--- src/rtl/mux_demux_pkg.sv ---
// Shared definitions for the 4:1 collector and the 1:4 demux: channel select
// codes, the collector's output-register state and the index->code mapping.
package mux_demux_pkg;

  localparam int unsigned NUM_CH = 4;

  localparam logic [1:0] SEL_CH0 = 2'b11;
  localparam logic [1:0] SEL_CH1 = 2'b01;
  localparam logic [1:0] SEL_CH2 = 2'b10;
  localparam logic [1:0] SEL_CH3 = 2'b00;

  typedef enum logic {
    ST_EMPTY = 1'b0,
    ST_FULL  = 1'b1
  } mux_state_e;

  // Bit 0 of the code drives demux input_sel[0], bit 1 drives input_sel[1].
  function automatic logic [1:0] ch_to_sel(input logic [1:0] ch);
    logic [1:0] code;
    unique case (ch)
      2'd0:    code = SEL_CH0;
      2'd1:    code = SEL_CH1;
      2'd2:    code = SEL_CH2;
      default: code = SEL_CH3;
    endcase
    return code;
  endfunction

endpackage

--- src/rtl/modulo_arb4.sv ---
// Four-way request arbiter: one-hot grant plus encoded index.
// MUX_ROUND_ROBIN_EN selects round-robin from last_i+1; otherwise ch0 highest priority.
module modulo_arb4
  import mux_demux_pkg::*;
(
  input  logic [3:0] req_i,
  input  logic [1:0] last_i,
  input  logic       en_i,
  output logic [3:0] gnt_o,
  output logic [1:0] idx_o
);

  logic       found;
  logic [1:0] idx;
  logic [1:0] cand;

`ifdef MUX_ROUND_ROBIN_EN
  always_comb begin
    found = 1'b0;
    idx   = '0;
    cand  = '0;
    for (int unsigned k = 1; k <= NUM_CH; k++) begin
      cand = last_i + 2'(k);
      if (!found && req_i[cand]) begin
        found = 1'b1;
        idx   = cand;
      end
    end
  end
`else
  logic [1:0] unused_last;
  assign unused_last = last_i;

  always_comb begin
    found = 1'b0;
    idx   = '0;
    cand  = '0;
    for (int unsigned k = 0; k < NUM_CH; k++) begin
      cand = 2'(k);
      if (!found && req_i[cand]) begin
        found = 1'b1;
        idx   = cand;
      end
    end
  end
`endif

  assign gnt_o = (en_i && found) ? (4'b0001 << idx) : '0;
  assign idx_o = idx;

endmodule

--- src/rtl/modulo_mux4_1_arb.sv ---
// Four-channel to one collector with a single-entry registered output tagged by
// source select code. Arbitration mode set by MUX_ROUND_ROBIN_EN inside modulo_arb4.
module modulo_mux4_1_arb
  import mux_demux_pkg::*;
#(
  parameter int DATA_W = 4
) (
  input  logic                  clk,
  input  logic                  rst_n,
  input  logic [3:0]            in_valid,
  input  logic [4*DATA_W-1:0]   in_data,
  output logic [3:0]            in_ready,
  output logic                  out_valid,
  input  logic                  out_ready,
  output logic [DATA_W-1:0]     out_data,
  output logic [1:0]            out_sel
);

  mux_state_e        state_q, state_d;
  logic [DATA_W-1:0] data_q, data_d;
  logic [1:0]        sel_q, sel_d;
  logic [1:0]        last_q, last_d;
  logic              can_accept;
  logic [3:0]        gnt;
  logic [1:0]        gnt_idx;
  logic              fire;

  // rst_n gates acceptance so no in_ready pulse escapes while reset is held.
  assign can_accept = rst_n && ((state_q == ST_EMPTY) || out_ready);

  modulo_arb4 u_arb (
    .req_i  (in_valid),
    .last_i (last_q),
    .en_i   (can_accept),
    .gnt_o  (gnt),
    .idx_o  (gnt_idx)
  );

  assign fire     = |gnt;
  assign in_ready = gnt;

  always_comb begin
    state_d = state_q;
    data_d  = data_q;
    sel_d   = sel_q;
    last_d  = last_q;
    if (fire) begin
      state_d = ST_FULL;
      data_d  = in_data[gnt_idx*DATA_W +: DATA_W];
      sel_d   = ch_to_sel(gnt_idx);
      last_d  = gnt_idx;
    end else if ((state_q == ST_FULL) && out_ready) begin
      state_d = ST_EMPTY;
    end
  end

  always_ff @(posedge clk or negedge rst_n) begin
    if (!rst_n) begin
      state_q <= ST_EMPTY;
      data_q  <= '0;
      sel_q   <= 2'b00;
      last_q  <= 2'd3;
    end else begin
      state_q <= state_d;
      data_q  <= data_d;
      sel_q   <= sel_d;
      last_q  <= last_d;
    end
  end

  assign out_valid = (state_q == ST_FULL);
  assign out_data  = data_q;
  assign out_sel   = sel_q;

endmodule
--- config.mk ---
export PLATFORM = sky130hd
export DESIGN_NAME = modulo_mux4_1_arb
export DESIGN_NICKNAME = d
export VERILOG_FILES = /design/src/rtl/mux_demux_pkg.sv /design/src/rtl/modulo_arb4.sv /design/src/rtl/modulo_mux4_1_arb.sv
export SDC_FILE = /design/constraint.sdc
export NUM_CORES = 1
export LEC_CHECK = 0
export CAP_MARGIN = 10
export CORE_MARGIN = 1
export CORE_UTILIZATION = 35
export CTS_CLUSTER_DIAMETER = 80
export DETAILED_ROUTE_END_ITERATION = 6
export GPL_ROUTABILITY_DRIVEN = 0
export PLACE_DENSITY = 0.85
export SLEW_MARGIN = 0
export SYNTH_ARGS = -nofsm -noshare
export SYNTH_HDL_FRONTEND = slang
export SYNTH_SLANG_ARGS = --single-unit
--- constraint.sdc ---
create_clock -name clk -period 1.5 [get_ports clk]
set_input_delay 0.375 -clock clk [delete_from_list [all_inputs] [get_ports clk]]
set_output_delay 0.375 -clock clk [all_outputs]
set_load 0.03 [all_outputs]
==> flow_summary_export.csv <==
group,metric,value,unit
outcome,status,"complete, but fails checks",
outcome,violations,"setup timing",
sta,fin_crit_sh,108,%
logic_synthesis,yosys-top-cells-count,"nand2_1 (8), dfrtp_1 (7), nand3b_1 (5)",
logic_synthesis,postSynthCellCount,62,
detailed_routing,drc,0,
logic_synthesis,ys_seq_elements,7,
floorplanning,core,1370,um2
cts,cts_tree,"built",
detailed_routing,antenna_left,0,
final_layout,nNetsFinal,138,
final_layout,insertedDiodeCount,0,
logic_synthesis,synth_warnings,0,
critical_path,cp_data_arrival_time,1.25,ns
global_route,grt_pass1_vias,667,
logic_synthesis,yosys-top-cells-area,"dfrtp_1 (33%), a41oi_2 (9.1%), nand3b_1 (7.0%)",
sta,hold_viol,0,
logic_synthesis,synth.yosys.seq_area_share,32.7,%
detailed_routing,drt_iter0_drc,11,
cts,cts_max_level,1,
cts,root_buffer,"clkbuf_4",
logic_synthesis,synth_top_cell_area_share,32.7,%
critical_path,path_cells,"nand2b_4, and2_4, nor4b_4, buf_6",
sta,hold_slack,0.419,ns
detailed_routing,drt_pre_antenna_iters,4,
sta,skew,0.000642,ns
logic_synthesis,synth_async_sr_flop_share,100,%
sta,min_period,1.63,ns
floorplanning,start_util,39.2,%
logic_synthesis,syn_area_per_cell,8.64,um2
place,portBuffers,33,
logic_synthesis,synth.largest_area_cell,"dfrtp_1",
critical_path,reg2reg_slack,0.13,ns
sta,worstMarginPinSlew,0.324,ns
pwr,p_leak,0.476,nW
floorplanning,ios,34,
logic_synthesis,syn_nets,85,
floorplanning,die-area,1690,um2
critical_path,cp_max_fo,3,
critical_path,cp_slowest_stage_delay,0.42,ns
place,postPlaceCellArea,968,um2
final_layout,fill_cells,98,
pwr,power.density,720,nW/um2
sta,slew_headroom,78.5,%
sta,max_freq,0.615,GHz
pwr,ir_drop,0.000600,V
final_layout,syn2layout_area_growth,106,%
global_route,antenna_found_initial,0,
critical_path,critical_path_class,"flip-flop to output pin",
logic_synthesis,syn_area,536,um2
floorplanning,fp.dieW,41.1,um
cts,hold_buffers,0,
floorplanning,rows,13,
detailed_routing,drt-total-wl,2060,um
critical_path,startpoint_type,"flip-flop",
sta,setup_tns,-0.216,ns
final_layout,fin_area,1100,um2
global_route,grt_pass1_wl,2840,um
place,dp_hpwl,1370,um
detailed_routing,wire_per_inst,16.0,um
floorplanning,die_h,41.1,um
final_layout,fin_cells,129,
flow_run,max_cap_viol_count,0,
detailed_routing,via_per_inst,5.53,
logic_synthesis,synth_edf_count,0,
cts,insertion_delay,0.25,ns
critical_path,crit_path_end_kind,"output pin",
place,dp_cells,117,
cts,clk_pin_slew,0.05,ns
cts,clockBufferDepth,2,
critical_path,worst_path_max_delay_cell,"dfrtp_2",
cts,clock_sinks,7,
final_layout,drive_above_1_share,41.2,%
global_route,gr-total-overflow,0,
logic_synthesis,ys_types,30,
sta,slew_viol_final,0,
global_route,grt_usage,27.7,%
logic_synthesis,synth_flop_cell,"dfrtp_1",
min_path,min_path_type,"input port to asynchronous set/reset pin",
sta,fin_ws,-0.126,ns
critical_path,required,1.12,ns
sta,setup_viol,3,
cts,numCtsBuffers,3,
global_route,grt_max_degree,15,
sta,rsz0062_at_grt,"true",
detailed_routing,via_count,714,
logic_synthesis,synth_most_common_cell,"nand2_1",
-- stage by stage --
stage	setup WS, ns	power (mW)	util (%)
after floorplan	-0.103	0.426	-
after global placement	-0.436	0.596	70.9
after detailed placement	-0.461	0.600	70.9
after CTS	-0.173	0.783	78.5
after global routing	-0.185	0.832	80.8
final	-0.126	0.795	80.8
-- critical path, delay by kind of cell (launching register included) --
kind          cells  cell delay, ns
buf+inv           1            0.16
flops             1            0.42
simple gates      3            0.42
-- final cells by class --
type / count / area [um2] / share of cell area (%)
well taps: 15 / 18.8 / 1.70
inverters: 3 / 11.3 / 1.02
flip-flops and latches: 7 / 176 / 16.0
repair buffers: 54 / 484 / 43.9
clock buffers: 4 / 26.3 / 2.38
multi-input cells: 46 / 387 / 35.0
-- power by group --
part | internal [mW] | switching (mW) | leakage, nW
Sequential | 0.222 | 0.0207 | 0.0779
Combinational | 0.185 | 0.196 | 0.383
Clock | 0.102 | 0.0695 | 0.0150
-- routing by layer --
metal / GRT usage, % / up-vias / share of wire (%) / wire (um)
li1: - / 336 / - / -
met1: 31.7 / 334 / 43 / 881
met2: 43.0 / 34 / 46 / 938
met3: 7.07 / 10 / 7.5 / 154
met4: 22.6 / 0 / 4.1 / 84
met5: 0 / - / 0 / 0
-- logic make-up (layout without fill, tap and decap cells) --
| kind of cell | after synthesis | count (layout) | share of synthesized area, % |
|---|---|---|---|
| DFF | 7 | 7 | 32.7 |
| and+or+nand+nor | 27 | 27 | 29.2 |
| buffers and inverters | 9 | 61 | 7.94 |
| AOI/OAI and AO/OA | 19 | 19 | 30.1 |
-- placed cells by master (no fill, tap or decap), drive strengths merged, types with 2 or more instances in the layout --
cell type	n
dfrtp	7
nand2	8
inv	3
a41oi	3
buf	27
clkbuf	4
nand3	3
a31oi	3
a21o	3
and3	2
clkdlybuf4s50	16
nand3b	5
o21ai	3
dlygate4sd2	11
-- repair_timing --
| action | 4_1_cts | 5_1_grt |
|---|---|---|
| endpoints found under the hold margin | 0 | 0 |
| resized for setup | 35 | 2 |
| pin swaps | 3 | 3 |
| buffers inserted | 5 | 3 |
| setup endpoints to repair | 15 | 7 |
-- state kept, by name, indices dropped and copies added, names as in the netlist --
register and cells:
out_data 4, out_sel 2, out_valid 1
-- path summary, 6_finish.rpt --
check / start / endpoint / cells past startpoint
min in group clk: out_sel[0]$_DFFE_PN0P_ / out_sel[0]$_DFFE_PN0P_ / 1
min reg2reg: out_sel[0]$_DFFE_PN0P_ / out_sel[0]$_DFFE_PN0P_ / 1
max: out_valid$_DFFE_PN0P_ / in_ready[3] / 4
max in group asynchronous: rst_n / out_valid$_DFFE_PN0P_ / 3
max reg2reg: out_valid$_DFFE_PN0P_ / out_data[2]$_DFFE_PN0P_ / 6
min: rst_n / out_data[3]$_DFFE_PN0P_ / 3
Note: power is estimated with default switching activity, not from simulation.
